**src/rtl/dmi_pkg.sv**
```systemverilog
// Shared constants and types for the core-side DMI register responder.
// Covers register addresses, cmderr codes, the FSM encoding and GPR regno bounds.
package dmi_pkg;

    localparam logic [6:0] ADDR_DATA0      = 7'h04;
    localparam logic [6:0] ADDR_DMCONTROL  = 7'h10;
    localparam logic [6:0] ADDR_DMSTATUS   = 7'h11;
    localparam logic [6:0] ADDR_ABSTRACTCS = 7'h16;
    localparam logic [6:0] ADDR_COMMAND    = 7'h17;

    typedef enum logic [2:0] {
        CMDERR_NONE       = 3'd0,
        CMDERR_BUSY       = 3'd1,
        CMDERR_NOTSUP     = 3'd2,
        CMDERR_EXCEPTION  = 3'd3,
        CMDERR_HALTRESUME = 3'd4
    } cmderr_e;

    typedef enum logic {
        FSM_IDLE = 1'b0,
        FSM_XFER = 1'b1
    } fsm_state_e;

    localparam logic [15:0] REGNO_GPR_FIRST = 16'h1000;
    localparam logic [15:0] REGNO_GPR_LAST  = 16'h101F;
    localparam logic [2:0]  AARSIZE_32      = 3'd2;

    function automatic logic cmd_notsup(
        input logic [7:0]  cmdtype,
        input logic [2:0]  aarsize,
        input logic        transfer,
        input logic [15:0] regno
    );
        logic bad_regno;
        bad_regno = transfer &&
                    ((regno < REGNO_GPR_FIRST) || (regno > REGNO_GPR_LAST));
        return (cmdtype != 8'h00) || (aarsize != AARSIZE_32) || bad_regno;
    endfunction

endpackage

```
**src/rtl/dmi_abstract_fsm.sv**
```systemverilog
// Abstract-command transfer engine: drives the GPR req/ack handshake
// and aborts the request after ACK_TIMEOUT unacknowledged cycles.
module dmi_abstract_fsm
    import dmi_pkg::*;
#(
    parameter int ACK_TIMEOUT = 255
) (
    input  logic       clk,
    input  logic       rst,
    input  logic       start,
    input  logic       start_we,
    input  logic [4:0] start_addr,
    input  logic       abort,
    input  logic       gpr_ack,
    output logic       busy,
    output logic       gpr_req,
    output logic       gpr_we,
    output logic [4:0] gpr_addr,
    output logic       rd_done,
    output logic       timeout
);

    localparam int CW = $clog2(ACK_TIMEOUT + 1);

    fsm_state_e    state;
    logic [CW-1:0] cnt;
    logic          xfer;

    assign xfer    = (state == FSM_XFER);
    assign busy    = xfer;
    // An ack on the last allowed cycle still counts as success.
    assign timeout = xfer && !abort && !gpr_ack &&
                     (cnt == CW'(ACK_TIMEOUT - 1));
    assign rd_done = xfer && !abort && gpr_ack && !gpr_we;

    always_ff @(posedge clk) begin
        if (rst) begin
            state    <= FSM_IDLE;
            cnt      <= '0;
            gpr_req  <= 1'b0;
            gpr_we   <= 1'b0;
            gpr_addr <= '0;
        end else begin
            unique case (state)
                FSM_IDLE: begin
                    if (start) begin
                        state    <= FSM_XFER;
                        cnt      <= '0;
                        gpr_req  <= 1'b1;
                        gpr_we   <= start_we;
                        gpr_addr <= start_addr;
                    end
                end
                FSM_XFER: begin
                    if (abort || gpr_ack || timeout) begin
                        state   <= FSM_IDLE;
                        gpr_req <= 1'b0;
                    end else begin
                        cnt <= cnt + 1'b1;
                    end
                end
                default: begin
                    state   <= FSM_IDLE;
                    gpr_req <= 1'b0;
                end
            endcase
        end
    end

endmodule

```
**src/rtl/dmi_responder.sv**
```systemverilog
// Core-clock DMI register responder: minimal debug-module register set
// plus abstract GPR access commands handed to dmi_abstract_fsm.
module dmi_responder
    import dmi_pkg::*;
#(
    parameter int ACK_TIMEOUT = 255
) (
    input  logic        clk,
    input  logic        rst,
    input  logic        reg_en,
    input  logic        reg_wr_en,
    input  logic [6:0]  reg_wr_addr,
    input  logic [31:0] reg_wr_data,
    output logic [31:0] rd_data,
    output logic        dbg_halt_req,
    output logic        dbg_resume_req,
    output logic        ndmreset,
    input  logic        core_halted,
    output logic        gpr_req,
    output logic        gpr_we,
    output logic [4:0]  gpr_addr,
    output logic [31:0] gpr_wdata,
    input  logic        gpr_ack,
    input  logic [31:0] gpr_rdata
);

    logic [31:0] data0;
    logic [2:0]  cmderr;
    logic        dmactive;
    logic        resumeack;
    logic        resume_pend;
    logic        busy;
    logic        rd_done;
    logic        timeout;
    logic        rd_acc;
    logic        wr_acc;
    logic        wr_ctl;
    logic        wr_data0;
    logic        wr_acs;
    logic        wr_cmd;
    logic        abort;
    logic        start;
    cmderr_e     cmd_err;
    logic [31:0] rd_mux;

    assign rd_acc   = reg_en && !reg_wr_en;
    assign wr_acc   = reg_en && reg_wr_en;
    assign wr_ctl   = wr_acc && (reg_wr_addr == ADDR_DMCONTROL);
    assign wr_data0 = wr_acc && dmactive && (reg_wr_addr == ADDR_DATA0);
    assign wr_acs   = wr_acc && dmactive && (reg_wr_addr == ADDR_ABSTRACTCS);
    assign wr_cmd   = wr_acc && dmactive && (reg_wr_addr == ADDR_COMMAND);
    assign abort    = wr_ctl && !reg_wr_data[0];
    assign gpr_wdata = data0;

    // A pending cmderr silently swallows further commands.
    always_comb begin
        cmd_err = CMDERR_NONE;
        start   = 1'b0;
        if (wr_cmd && (cmderr == CMDERR_NONE)) begin
            priority case (1'b1)
                busy:
                    cmd_err = CMDERR_BUSY;
                cmd_notsup(reg_wr_data[31:24], reg_wr_data[22:20],
                           reg_wr_data[17], reg_wr_data[15:0]):
                    cmd_err = CMDERR_NOTSUP;
                !core_halted:
                    cmd_err = CMDERR_HALTRESUME;
                default:
                    start = reg_wr_data[17];
            endcase
        end
    end

    always_comb begin
        rd_mux = '0;
        unique case (reg_wr_addr)
            ADDR_DATA0:      rd_mux = data0;
            ADDR_DMCONTROL:  rd_mux = {dbg_halt_req, 29'b0, ndmreset, dmactive};
            ADDR_DMSTATUS:   rd_mux = {14'b0, {2{resumeack}}, 4'b0,
                                       {2{~core_halted}}, {2{core_halted}},
                                       1'b1, 3'b0, 4'd2};
            ADDR_ABSTRACTCS: rd_mux = {19'b0, busy, 1'b0, cmderr, 8'h01};
            default:         rd_mux = '0;
        endcase
    end

    always_ff @(posedge clk) begin
        if (rst) begin
            rd_data        <= '0;
            data0          <= '0;
            cmderr         <= CMDERR_NONE;
            dmactive       <= 1'b0;
            dbg_halt_req   <= 1'b0;
            dbg_resume_req <= 1'b0;
            ndmreset       <= 1'b0;
            resumeack      <= 1'b0;
            resume_pend    <= 1'b0;
        end else begin
            dbg_resume_req <= 1'b0;
            if (rd_acc)
                rd_data <= rd_mux;
            if (resume_pend && !dbg_resume_req && !core_halted) begin
                resumeack   <= 1'b1;
                resume_pend <= 1'b0;
            end
            if (wr_data0) begin
                if (!busy)
                    data0 <= reg_wr_data;
                else if (cmderr == CMDERR_NONE)
                    cmderr <= CMDERR_BUSY;
            end
            if (wr_acs)
                cmderr <= cmderr & ~reg_wr_data[10:8];
            if (cmd_err != CMDERR_NONE)
                cmderr <= cmd_err;
            if (rd_done)
                data0 <= gpr_rdata;
            if (timeout)
                cmderr <= CMDERR_EXCEPTION;
            // Deactivation is last so it overrides a coinciding ack.
            if (wr_ctl) begin
                dbg_halt_req <= reg_wr_data[31];
                ndmreset     <= reg_wr_data[1];
                dmactive     <= reg_wr_data[0];
                if (!reg_wr_data[0]) begin
                    data0        <= '0;
                    cmderr       <= CMDERR_NONE;
                    dbg_halt_req <= 1'b0;
                    ndmreset     <= 1'b0;
                    resumeack    <= 1'b0;
                    resume_pend  <= 1'b0;
                end else if (reg_wr_data[30] && !reg_wr_data[31]) begin
                    dbg_resume_req <= 1'b1;
                    resumeack      <= 1'b0;
                    resume_pend    <= 1'b1;
                end
            end
        end
    end

    dmi_abstract_fsm #(
        .ACK_TIMEOUT(ACK_TIMEOUT)
    ) u_fsm (
        .clk       (clk),
        .rst       (rst),
        .start     (start),
        .start_we  (reg_wr_data[16]),
        .start_addr(reg_wr_data[4:0]),
        .abort     (abort),
        .gpr_ack   (gpr_ack),
        .busy      (busy),
        .gpr_req   (gpr_req),
        .gpr_we    (gpr_we),
        .gpr_addr  (gpr_addr),
        .rd_done   (rd_done),
        .timeout   (timeout)
    );

endmodule
```
**config.mk**
```make
export PLATFORM = sky130hd
export DESIGN_NAME = dmi_responder
export DESIGN_NICKNAME = d
export VERILOG_FILES = /design/src/rtl/dmi_pkg.sv /design/src/rtl/dmi_abstract_fsm.sv /design/src/rtl/dmi_responder.sv
export SDC_FILE = /design/constraint.sdc
export NUM_CORES = 1
export LEC_CHECK = 0
export CAP_MARGIN = 0
export CORE_MARGIN = 4
export CORE_UTILIZATION = 29
export CTS_BUF_LIST = sky130_fd_sc_hd__clkbuf_16
export DETAILED_ROUTE_END_ITERATION = 6
export GPL_ROUTABILITY_DRIVEN = 0
export MAX_ROUTING_LAYER = met4
export SLEW_MARGIN = 15
export SYNTH_ARGS = -nofsm -noshare
export SYNTH_HDL_FRONTEND = slang
export SYNTH_SLANG_ARGS = --single-unit
```
**constraint.sdc**
```tcl
create_clock -name clk -period 2.8 [get_ports clk]
set_clock_uncertainty 0.2 [all_clocks]
set_input_delay 0.84 -clock clk [delete_from_list [all_inputs] [get_ports clk]]
set_output_delay 0.84 -clock clk [all_outputs]
set_load 0.05 [all_outputs]
```
[After elaboration in Yosys (flattened, before gate mapping)]
Index checks and enable logic that the tools add are counted.
Word-level totals
  input bits: 77
  word-level logic and storage cells: 113
  output and inout port bits: 74
  flip-flop bits (word level): 89
Operators by class
  equal/unequal tests: 10
  add/sub/neg operators: 1
  reduce and logical (&&, ||, !) cells: 38
  magnitude comparators: 2
  muxes and demuxes: 42
  bitwise operators: 6
Operators by type and width (number)
  32-bit two-way mux: 5
  32-bit one-hot mux with 4 select lines: 1
  3-bit two-way mux: 12
  7-bit by 5-bit == test with 1-bit output (second input constant): 4
  1-bit two-way mux: 19
  1-bit logical AND: 18
  16-bit by 13-bit greater-than comparator with 1-bit output (second input constant): 1
  16-bit by 13-bit less-than comparator with 1-bit output (second input constant): 1
  8-bit two-way mux: 2
  8-bit one-hot mux with 2 select lines: 1
  8-bit by 1-bit adder with 8-bit output (second input constant): 1
  8-bit == test (second input constant): 1
  1-bit zero test: 8
  8-bit nonzero test: 1
  7-bit by 3-bit == test with 1-bit output (second input constant): 1
  2-bit != test (second input constant): 3
  2-bit AND reduction: 3
  1-bit logical OR: 5
  1-bit inverter: 4
  1-bit one-hot mux with 2 select lines: 2
  3-bit bitwise AND: 1
  3-bit zero test: 1
  3-bit by 2-bit != test with 1-bit output (second input constant): 1
  3-bit inverter: 1
  2 further kinds: 2

[Logic depth before layout (Yosys ltp)]
Gate-level depths: netlist of run 1.
  depth in word-level cells: 12
  depth in mapped cells: 8
  mapped depth without buffers: 7

[Cells and area by module]
A second synthesis of run 1 with hierarchy kept.
Unflattened totals
  cell total of the unflattened synthesis: 487
  area, all modules: 4010.1 µm²
Modules (own cells, without submodules)
  dmi_responder: instances 1, sequential area each 1461.4 µm², cells each 395, area an instance 3250.6 µm²
  dmi_abstract_fsm: instances 1, sequential area each 320.3 µm², cells each 92, area an instance 759.5 µm²

[Worst setup path before layout of run 1]
No wires, ideal clock.
  path type: in2reg
  start: in reg_wr_addr[0]
  end: reg data0[0], in the netlist gpr_wdata[0]
  stages on the path: 6
  buffers on the path: 2
  setup time: 0.125 ns
  arrival time: 2.451 ns
  data required time: 2.475 ns
  setup slack: 0.024 ns
  path through: or4b_4 -> o41ai_4 -> or3b_1 -> buf_6 -> clkbuf_4 -> a211oi_2
On the way
  word-level cells in the longest chain between the ends: 10
  elaborated cells on any way between the ends: 13
  those cells by class: eq/ne (2); mux (4); reduce/logical (7)
Ends and longest elaborated chain
  start: declaration: line dmi_responder.sv:12  | input logic [6:0] reg_wr_addr,
  7-bit by 5-bit == test with 1-bit output: line dmi_responder.sv:48  | assign wr_ctl = wr_acc && (reg_wr_addr == ADDR_DMCONTROL);
  1-bit logical AND: line dmi_responder.sv:48
  1-bit logical AND: line dmi_responder.sv:52  | assign abort = wr_ctl && !reg_wr_data[0];
  1-bit zero test: line dmi_abstract_fsm.sv:34  | assign rd_done = xfer && !abort && gpr_ack && !gpr_we;
  1-bit logical AND (3 in series): line dmi_abstract_fsm.sv:34
  32-bit two-way mux: line dmi_responder.sv:116  | if (rd_done)
  32-bit two-way mux: line dmi_responder.sv:125  | if (!reg_wr_data[0]) begin
  32-bit two-way mux (*): line dmi_responder.sv:121  | if (wr_ctl) begin
  end signal: assignment: line dmi_responder.sv:108  | data0 <= reg_wr_data;
  end signal: assignment: line dmi_responder.sv:117  | data0 <= gpr_rdata;
  end: declaration: line dmi_responder.sv:27  | logic [31:0] data0;
Mark *: on every way between the ends. The rest lies on a longest branch, timed or not.
A chain may end at the register's enable or synchronous reset.

[Worst setup path after layout of run 1]
  start: in reg_wr_addr[1]
  end: reg u_fsm.cnt[6]
On the way
  word-level cells in the longest chain between the ends: 10
  elaborated cells on any way between the ends: 16
  those cells by class: eq/ne (4); mux (1); reduce/logical (11)
Ends and longest elaborated chain
  7-bit by 5-bit == test with 1-bit output: line dmi_responder.sv:48
  1-bit logical AND: line dmi_responder.sv:48
  1-bit logical AND: line dmi_responder.sv:52
  1-bit zero test: line dmi_abstract_fsm.sv:32  | assign timeout = xfer && !abort && !gpr_ack &&
  1-bit logical AND (3 in series): line dmi_abstract_fsm.sv:32
  1-bit logical OR: line dmi_abstract_fsm.sv:55  | if (abort || gpr_ack || timeout) begin
  2-bit != test (no line)
  2-bit AND reduction (no line) (*)
  end signal: assignment: line dmi_abstract_fsm.sv:59  | cnt <= cnt + 1'b1;
  end: declaration: line dmi_abstract_fsm.sv:26  | logic [CW-1:0] cnt;
Marks and branches as above.

==> results.md, run 1 <==
* Worst r2r path cells at 7
* Yosys cell types at 52
* Leakage at approximately 2.2 nW
* Hold Path Class: reg -> reg
* Comb power frac at 8.8%
* Clock Pin Slew Worst Setup and Hold Paths at around 0.060 ns
* Main synth FF type: dfxtp_1
* Mean post-synth cell area at roughly 9.6 um^2
* Setup Viol. Count Final at 0
* Cell area after placement at between 0.006 and 0.007 mm^2
* WL/cell at 17.0 um
* Slew @ Worst Pin at ~0.54 ns
* Worst VDD drop at 0.228 mV
* Final min period at about 2.8 ns
* Max Cap Viol at 0
* CTS Root Cell: clkbuf_16
* Ant. Diodes at 0
* Critical Path Start Type: primary input
* P_sw at around 0.63 mW
* Worst EP required at 2.87 ns
* Fmax at around 0.36 GHz
* Largest net degree at the start of global routing at 35
* Slew headroom at approximately 64%
* Initial Util at 29.9%
* WHS Endpoint: rd_data[0]
* Buffers on Ports at 150
* Final slew viol count at 0
* Routed via count at 3901
* Flops & latches, synth at between 80 and 90
* Clock network fraction of design power at 43.0%
* Sw Share at a little under a quarter
* GRT Overall Usage at ~17%
* Max clock buf depth at 2
* Start of the worst register-to-register path: u_fsm.busy
* HP Start: rd_data[0]
* RR Endpoint: u_fsm.cnt[6]
* Cell Int Power at roughly 2 mW
* Reg power frac at slightly below 50%
* First-pass GRT wire length at ~21000 um
* Ys async rst share at 0%
* Routed Antenna Nets at 0
* Drc violations at 0
* Die area at around 0.016 mm^2
* Placed Cells at around 780
* Drt via density at 4.91
* Vias in the first global route at 4034
* Final WL at 13500 um
* TNS Setup at 0 ns
* Total CTS buffers at 9
* H-tree levels at 3
* Layout cells sized above 1 at between 20% and 30%
* CP Max Fanout at 5
* Syn Inst Count at roughly 420
* WHS at approximately 0.25 ns
* Post-synth EDFFs at 0
* Initial antenna violation count at 0
* Syn_nets at roughly 500
* Critical path arrival at 2.83 ns
* Final nets at 693
* Row cnt at 42
* Core ar. at roughly 0.013 mm^2
* Clock Latency Late Sink at around 0.34 ns
* I/O pins at around 150
* First-pass iteration count of the detailed router at 4
* Initial DRC count at 161
* Hold depth at 2
* Mapped Area at about 0.0040 mm^2
* Die Width at ~130 um
* Pwr Density at approximately 400 mW/mm^2
* Critical path endpoint category: flop
* Grt ovf at 0
* TritonCTS clock tree: done
* Final period utilization at a little over nine tenths
* DP HPWL at about 10000 um
* Final std cells w/o fill at just under 800
* Yosys warns at 0
* Post-route cell area at 0.00651 mm^2
* Outcome: completed
* Sinks on Clock Net at 89
* Final hold vios at 0
* Die height at roughly 130 um
* Critical path class: in -> reg
* Post-synthesis sequential area ratio at about 44%
* Area delta synth->final at 62.3%
* Filler cells at 1285
* Reg2Reg Setup Slack at between 0.6 and 0.7 ns
[cells in the final DEF (no fill, tap or decap), drive strengths merged, types with 2 or more instances in the layout]
cell type	n
o41ai	2
a21oi	17
a211oi	32
or4	2
clkbuf	9
nand3	15
and2	4
dlygate4sd2	2
buf	63
inv	5
dfxtp	89
ha	2
nor3b	4
nand2	26
clkinvlp	2
mux2i	39
nor4b	3
dlymetal6s2s	3
and3	5
a22oi	23
o21ai	13
nor3	5
nor4	6
nor2	67
nor2b	3
or3	2
clkinv	4
clkdlybuf4s50	144
nand4	2
a31oi	6
a221oi	2
[final cells by class]
class / instances / area (um^2) / area share [%]
clock buffers: 9 / 225 / 3.46
clock inverters: 7 / 46.3 / 0.712
inverters: 4 / 15.0 / 0.231
multi-input cells: 298 / 2140 / 33.0
flip-flops and latches: 89 / 1780 / 27.4
well taps: 176 / 220 / 3.38
repair buffers: 212 / 2070 / 31.9
[power by group through the flow]
stage | registers, mW | clock network [mW] | logic [mW]
CTS | 1.27 | 1.17 | 0.228
detailed placement | 1.30 | 0 | 0.227
global placement | 1.30 | 0 | 0.225
finish | 1.27 | 1.13 | 0.231
global route | 1.27 | 1.20 | 0.245
floorplan | 1.30 | 0 | 0.0456
[through the flow]
stage,worst slack [ns],power (mW),utilization (%)
2_1_floorplan,0.0243,1.34,-
3_3_place_gp,-0.472,1.52,45.6
3_5_place_dp,-0.569,1.52,45.6
4_1_cts,0.00383,2.66,47.8
5_1_grt,-0.00694,2.72,48.6
6_report,0.0393,2.63,48.6
[repair_timing]
item / 4_1_cts / 5_1_grt
setup endpoints to repair: 52 / 60
gates resized for setup: 6 / 22
cloned: 0 / 0
hold buffers: 0 / 0
buffers inserted: 2 / 2
hold endpoints to repair: 0 / 0
pin swaps: 7 / 7
[critical path, cell delays in order]
cell             delay [ns]
clkdlybuf4s50_1        0.45
or3_4                  0.43
o41ai_4                0.31
buf_4                  0.17
nor2_2                 0.05
or3_4                  0.38
a31oi_1                0.19
[metal layers]
metal	vias up	part of all wire, %	GRT usage (%)
li1	1934	-	-
met1	1820	44	20.8
met2	134	48	27.9
met3	13	6.0	4.18
met4	0	1.8	6.57
met5	-	0	-
[kinds of logic (layout without fill, tap and decap cells)]
| group | count (synthesis) | in the layout | synth area share (%) |
|---|---|---|---|
| flip-flops | 89 | 89 | 44.4 |
| AO/OA/AOI/OAI | 104 | 104 | 21.8 |
| multiplexers | 39 | 39 | 9.74 |
| adder cells (fa/ha/maj) | 2 | 2 | 0.624 |
| buffers and inverters | 31 | 232 | 4.40 |
| XOR/XNOR | 1 | 1 | 0.219 |
| AND/OR/NAND/NOR | 152 | 152 | 18.8 |
[flip-flops by register name, indices dropped and copies added, names as in the netlist]
register,count
dbg_halt_req,1
u_fsm.gpr_addr,5
u_fsm.cnt,8
dbg_resume_req,1
cmderr,3
u_fsm.gpr_req,1
u_fsm.gpr_we,1
resumeack,1
u_fsm.busy,1
rd_data,32
ndmreset,1
resume_pend,1
gpr_wdata,32
dmactive,1
[cell usage after synthesis (all sizes together), types with 4 or more instances]
master  instances  area share, %
nor2           67            6.3
nor3            5           0.62
and2            4           0.62
dfxtp          89             44
a211oi         32            9.5
nor4            6            1.3
mux2i          39            9.7
a21oi          17            2.1
clkbuf         10            1.0
nor3b           4           0.75
a22oi          23            4.3
o21ai          13            1.6
inv             4           0.37
and3            5           0.78
buf            17            3.0
nand2          26            2.4
nand3          15            1.9
a31oi           6           0.94
[worst max-delay path by stage]
stage | from | endpoint | slack, ns | cells past startpoint
floorplan | reg_wr_addr[0] | gpr_wdata[0] | 0.02 | 6
global placement | reg_wr_addr[5] | u_fsm.cnt[7] | -0.47 | 7
detailed placement | reg_wr_addr[5] | u_fsm.cnt[5] | -0.57 | 7
CTS | reg_wr_addr[0] | u_fsm.cnt[6] | 0.004 | 7
global route | reg_wr_data[29] | u_fsm.gpr_addr[0] | -0.007 | 9
finish | reg_wr_addr[1] | u_fsm.cnt[6] | 0.04 | 7
No activity file was read; power rests on OpenSTA's default activity.
==> inputs of run 2 (changes only) <==
--- a/config.mk
+++ b/config.mk
@@ -5,10 +5,9 @@
 export SDC_FILE = /design/constraint.sdc
 export NUM_CORES = 1
 export LEC_CHECK = 0
-export CAP_MARGIN = 0
 export CORE_MARGIN = 4
 export CORE_UTILIZATION = 29
-export CTS_BUF_LIST = sky130_fd_sc_hd__clkbuf_16
+export CTS_BUF_LIST = sky130_fd_sc_hd__clkbuf_2
 export DETAILED_ROUTE_END_ITERATION = 6
 export GPL_ROUTABILITY_DRIVEN = 0
 export MAX_ROUTING_LAYER = met4
@@ -16,3 +15,4 @@
 export SYNTH_ARGS = -nofsm -noshare
 export SYNTH_HDL_FRONTEND = slang
 export SYNTH_SLANG_ARGS = --single-unit
+export TNS_END_PERCENT = 20
==> results.md, run 2 (synthesis gave the netlist of run 1 again) <==
* Outcome: completed
* Layout cells sized above 1 at 18.4%
* DP HPWL at 10100 um
* Total CTS buffers at 9
* Hold Path Class: reg -> reg
* Sinks on Clock Net at 89
* Pwr Density at ~340 mW/mm^2
* Filler cells at approximately 1400
* Critical Path Start Type: primary input
* Worst EP required at a little over 3 ns
* Row cnt at 42
* Commonest non-fill, non-tap cell in the layout: dfxtp_1
* Routed via count at around 3900
* Final WL at ~13000 um
* First-pass iteration count of the detailed router at 4
* Worst Setup SP: reg_wr_addr[5]
* Final Power at roughly 2.1 mW
* Initial antenna violation count at 1
* Area delta synth->final at 52.4%
* Critical path class: in -> reg
* H-tree levels at 3
* Slew @ Worst Pin at 0.636 ns
* RSZ-0062 raised after global routing: no
* Final period utilization at approximately 100%
* CTS Hold Bufs at 0
* Vias in the first global route at 3998
* Clock Latency Late Sink at 0.58 ns
* Slew headroom at between 50% and 60%
* Routed Antenna Nets at 0
* Drc violations at 0
* TNS Setup at 0 ns
* Grt ovf at 0
* Core ar. at 0.0134 mm^2
* Die height at between 100 and 150 um
* CTS Root Cell: clkbuf_2
* Initial Util at roughly 30%
* Worst VDD drop at roughly 0.13 mV
* Final slew viol count at 0
* Largest net degree at the start of global routing at 35
* Max clock buf depth at 2
* Leakage at between 2 and 2.5 nW
* Final nets at around 690
* Clock Pin Slew Worst Setup and Hold Paths at 0.24 ns
* Die Width at about 130 um
* Setup Viol. Count Final at 0
* Sequential cell area at between 0.0015 and 0.002 mm^2
* Max Cap Viol at 0
* Multi-input gate area at around 0.0021 mm^2
* GRT Overall Usage at between 10% and 20%
* Setup repair bufs after CTS at 0
* I/O pins at between 150 and 200
* Critical path arrival at between 3 and 4 ns
* HP Start: rd_data[8]
* CP Max Fanout at 5
* WL/cell at roughly 17 um
* Drt via density at 4.93
* Buffers on Ports at 150
* Initial DRC count at roughly 220
* Final hold vios at 0
* Start of the worst register-to-register path: u_fsm.cnt[0]
* Fmax at 0.357 GHz
* Leading cell types in the layout, fill and taps excluded: 89 x dfxtp_1, 75 x clkdlybuf4s50_1, 74 x dlygate4sd2_1
* Critical path endpoint category: flop
* Final min period at approximately 2.8 ns
* TritonCTS clock tree: done
* Die area at 0.0158 mm^2
* First-pass GRT wire length at between 20000 and 25000 um
==> run 2: final cells by class <==
class / instances / share of cell area, %
multi-input combinational: 298 / 33.9
timing repair buffer: 208 / 31.5
sequential: 89 / 29.2
tap: 176 / 3.60
clock inverter: 7 / 0.758
clock buffer: 9 / 0.737
inverter: 4 / 0.246
antenna: 1 / 0.0410
==> run 2: metal layers <==
| layer | wire length [um] | track usage, % | vias to the layer above |
|---|---|---|---|
| li1 | - | - | 1924 |
| met1 | 5890 | 20.6 | 1827 |
| met2 | 6500 | 28.0 | 137 |
| met3 | 850 | 4.22 | 13 |
| met4 | 193 | 6.25 | 0 |
| met5 | 0 | - | - |
==> run 2: power by group <==
| part | switching, mW | internal [mW] | total, mW | leakage, nW |
|---|---|---|---|---|
| sequential | 0.000630 | 1.27 | 1.27 | 0.717 |
| clock | 0.480 | 0.115 | 0.595 | 0.0557 |
| combinational | 0.0919 | 0.134 | 0.226 | 1.69 |
| total | 0.573 | 1.52 | 2.09 | 2.46 |
==> run 2: what timing repair did <==
action,CTS,global route
hold endpoints to repair,0,0
gates resized for setup,74,0
setup endpoints to repair,74,0
==> run 2: path summary, 6_finish.rpt <==
path                                endpoint  slack, ns  depth (start not counted)
worst max-delay path            u_fsm.cnt[6]     0.0003                          7
worst min register to register    rd_data[8]       0.28                          2
worst max register to register  u_fsm.cnt[5]       0.51                          7
worst min-delay path              rd_data[8]       0.28                          2
==> run 2: critical path, cell delays in order <==
cell,delay [ns]
clkdlybuf4s50_1,0.47
or4b_4,0.57
o41ai_4,0.35
buf_4,0.18
nor2_2,0.05
or3_4,0.42
a31oi_1,0.21
==> run 2: through the flow <==
stage	setup WS [ns]	hold slack, ns	instances	cell area (um^2)	util, %
floorplan	0.0243	0.239	418	4010	-
global placement	-0.472	0.238	775	6110	45.6
detailed placement	-0.569	0.243	775	6110	45.6
CTS	0.0856	0.268	791	6110	45.6
global route	0.00888	0.276	792	6110	45.6
finish	0.000304	0.279	792	6110	45.6
==> inputs of run 3 (changes only) <==
--- a/config.mk
+++ b/config.mk
@@ -10,6 +10,7 @@
 export CTS_BUF_LIST = sky130_fd_sc_hd__clkbuf_2
 export DETAILED_ROUTE_END_ITERATION = 6
 export GPL_ROUTABILITY_DRIVEN = 0
+export GPL_TIMING_DRIVEN = 0
 export MAX_ROUTING_LAYER = met4
 export SLEW_MARGIN = 15
 export SYNTH_ARGS = -nofsm -noshare
==> results.md, run 3 (synthesis gave the netlist of run 1 again) <==
* Final WL at about 14000 um
* Setup Viol. Count Final at 1
* CTS Root Cell: clkbuf_2
* Drt via density at roughly 5
* Failing checks: negative setup slack
* Sinks on Clock Net at 89
* Critical path class: in -> reg
* Worst VDD drop at 0.254 mV
* Routed Antenna Nets at 0
* WHS at 0.268 ns
* CP Max Fanout at 5
* Critical path arrival at slightly above 3 ns
* Critical path endpoint category: flop
* DP HPWL at about 11000 um
* Leading cell types in the layout, fill and taps excluded: 89 x dfxtp_1, 74 x dlygate4sd2_1, 73 x clkdlybuf4s50_1
* Area delta synth->final at 46.9%
* Core ar. at about 0.013 mm^2
* Largest net degree at the start of global routing at 16
* H-tree levels at 3
* Die area at 0.0158 mm^2
* Final hold vios at 0
* Leakage at between 2 and 2.5 nW
* Clock Latency Late Sink at approximately 0.57 ns
* I/O pins at roughly 150
* Total CTS buffers at 9
* Highest routing layer actually used: met4
* Slowest cell on the critical path: or4b_4
* Hold Path Class: reg -> reg
* Slew @ Worst Pin at about 0.64 ns
* Filler cells at between 1000 and 1500
* Die height at approximately 130 um
* CTS Hold Bufs at 0
* GRT Overall Usage at roughly 18%
* Row cnt at 42
* RSZ-0062 raised after global routing: yes
* Reg2Reg Setup Slack at 0.62 ns
* Drc violations at 0
* CP top delay family: simple AND/OR/NAND/NOR gates
* First-pass iteration count of the detailed router at 4
* Slack of the critical path at -0.00994 ns
* Setup slack at placement at -0.891 ns
* Buffers on Ports at 150
* Grt ovf at 0
* First-pass GRT wire length at ~21000 um
* Vias in the first global route at 3979
* Clock Pin Slew Worst Setup and Hold Paths at about 0.28 ns
* Outcome: finished, violations left
* Met1 Wirelength at between 6000 and 7000 um
* Routed via count at between 3000 and 4000
* Slew headroom at about 57%
* Buf+Inv Stages, Crit Path at 2
* Slowest stage delay, CP at between 0.5 and 0.6 ns
* Worst EP required at ~3.1 ns
* Max Cap Viol at 0
* TritonCTS clock tree: done
* Max clock buf depth at 2
* Final slew viol count at 0
* Final period utilization at 100%
* Die Width at approximately 130 um
* Initial antenna violation count at 1
* WL/cell at between 15 and 20 um
* Commonest non-fill, non-tap cell in the layout: dfxtp_1
* Initial DRC count at 159
* WL met2 at roughly 6700 um
* Pwr Density at about 380 mW/mm^2
* Critical Path Start Type: primary input
* Met3 wire len at ~800 um
* Fmax at 0.356 GHz
* Initial Util at 29.9%
* Critical-path cell list: clkdlybuf4s50_1 > or4b_4 > o41ai_4 > buf_4 > nor2_2 > or3_4 > a31oi_1
* Final nets at roughly 660
* Layout cells sized above 1 at 13.6%
* Final min period at 2.81 ns
[run 3: cell types whose count changed in the layout (fill, tap and decap cells not counted), moves of 2 or more]
| cell | previous run | this run |
|---|---|---|
| buf_12 | 7 | 0 |
| buf_2 | 1 | 3 |
| buf_4 | 51 | 11 |
| buf_6 | 0 | 5 |
| bufinv_16 | 0 | 2 |
| clkbuf_1 | 0 | 8 |
| clkbuf_4 | 0 | 4 |
| clkdlybuf4s50_1 | 75 | 73 |
| clkinv_2 | 2 | 0 |
| dlymetal6s2s_1 | 0 | 3 |
[run 3: area by class of cell]
type	count	area [um^2]	share of cell area (%)
diodes	1	2.50	0.0425
plain buffers	26	176	3.00
clock buffers	10	50.0	0.850
clock inverters	6	92.6	1.57
inverters	4	15.0	0.255
multi-input cells	298	2100	35.6
flip-flops and latches	89	1780	30.3
well taps	176	220	3.74
repair buffers	155	1450	24.7
[run 3: what timing repair did]
item	in CTS	in global routing
pin swaps	2	2
buffers inserted	3	2
hold endpoints to repair	0	0
endpoints found under the setup margin	143	58
resized for setup	83	10
[run 3: final timing paths]
kind / start / endpoint / depth (start not counted)
max reg2reg: u_fsm.cnt[0] / u_fsm.cnt[3] / 7
min reg2reg: gpr_wdata[17] / rd_data[17] / 2
max: reg_wr_addr[4] / u_fsm.cnt[7] / 7
min: gpr_wdata[17] / rd_data[17] / 2
[run 3: through the flow]
step / TNS [ns] / instance area (um^2) / util, % / cells / total power, mW
2_1_floorplan: 0 / 4010 / - / 418 / 1.34
3_3_place_gp: -58.41 / 5730 / 42.8 / 744 / 1.49
3_5_place_dp: -61.98 / 5730 / 42.8 / 744 / 1.49
4_1_cts: 0 / 5840 / 43.5 / 763 / 2.27
5_1_grt: -0.0602 / 5890 / 43.9 / 765 / 2.34
6_report: -0.00994 / 5890 / 43.9 / 765 / 2.25
[run 3: report_power, final]
group          switching (mW)  internal [mW]
Combinational          0.0904          0.111
Clock                   0.475          0.301
Sequential           0.000428           1.27
Total                   0.566           1.68
[run 3: metal layers]
metal  global-route usage, %  up-vias
met5                       -        -
met4                    4.34        0
met3                    4.69        6
met1                    21.8     1836
met2                    28.4      109
li1                        -     1873
[run 3: worst register-to-register path, stage by stage, from the launching register on]
cell,delay (ns)
dfxtp_1,0.45
inv_1,0.09
ha_1,0.20
nand4_1,0.11
o21bai_1,0.13
nor3_1,0.53
nand2_1,0.21
a31oi_4,0.21
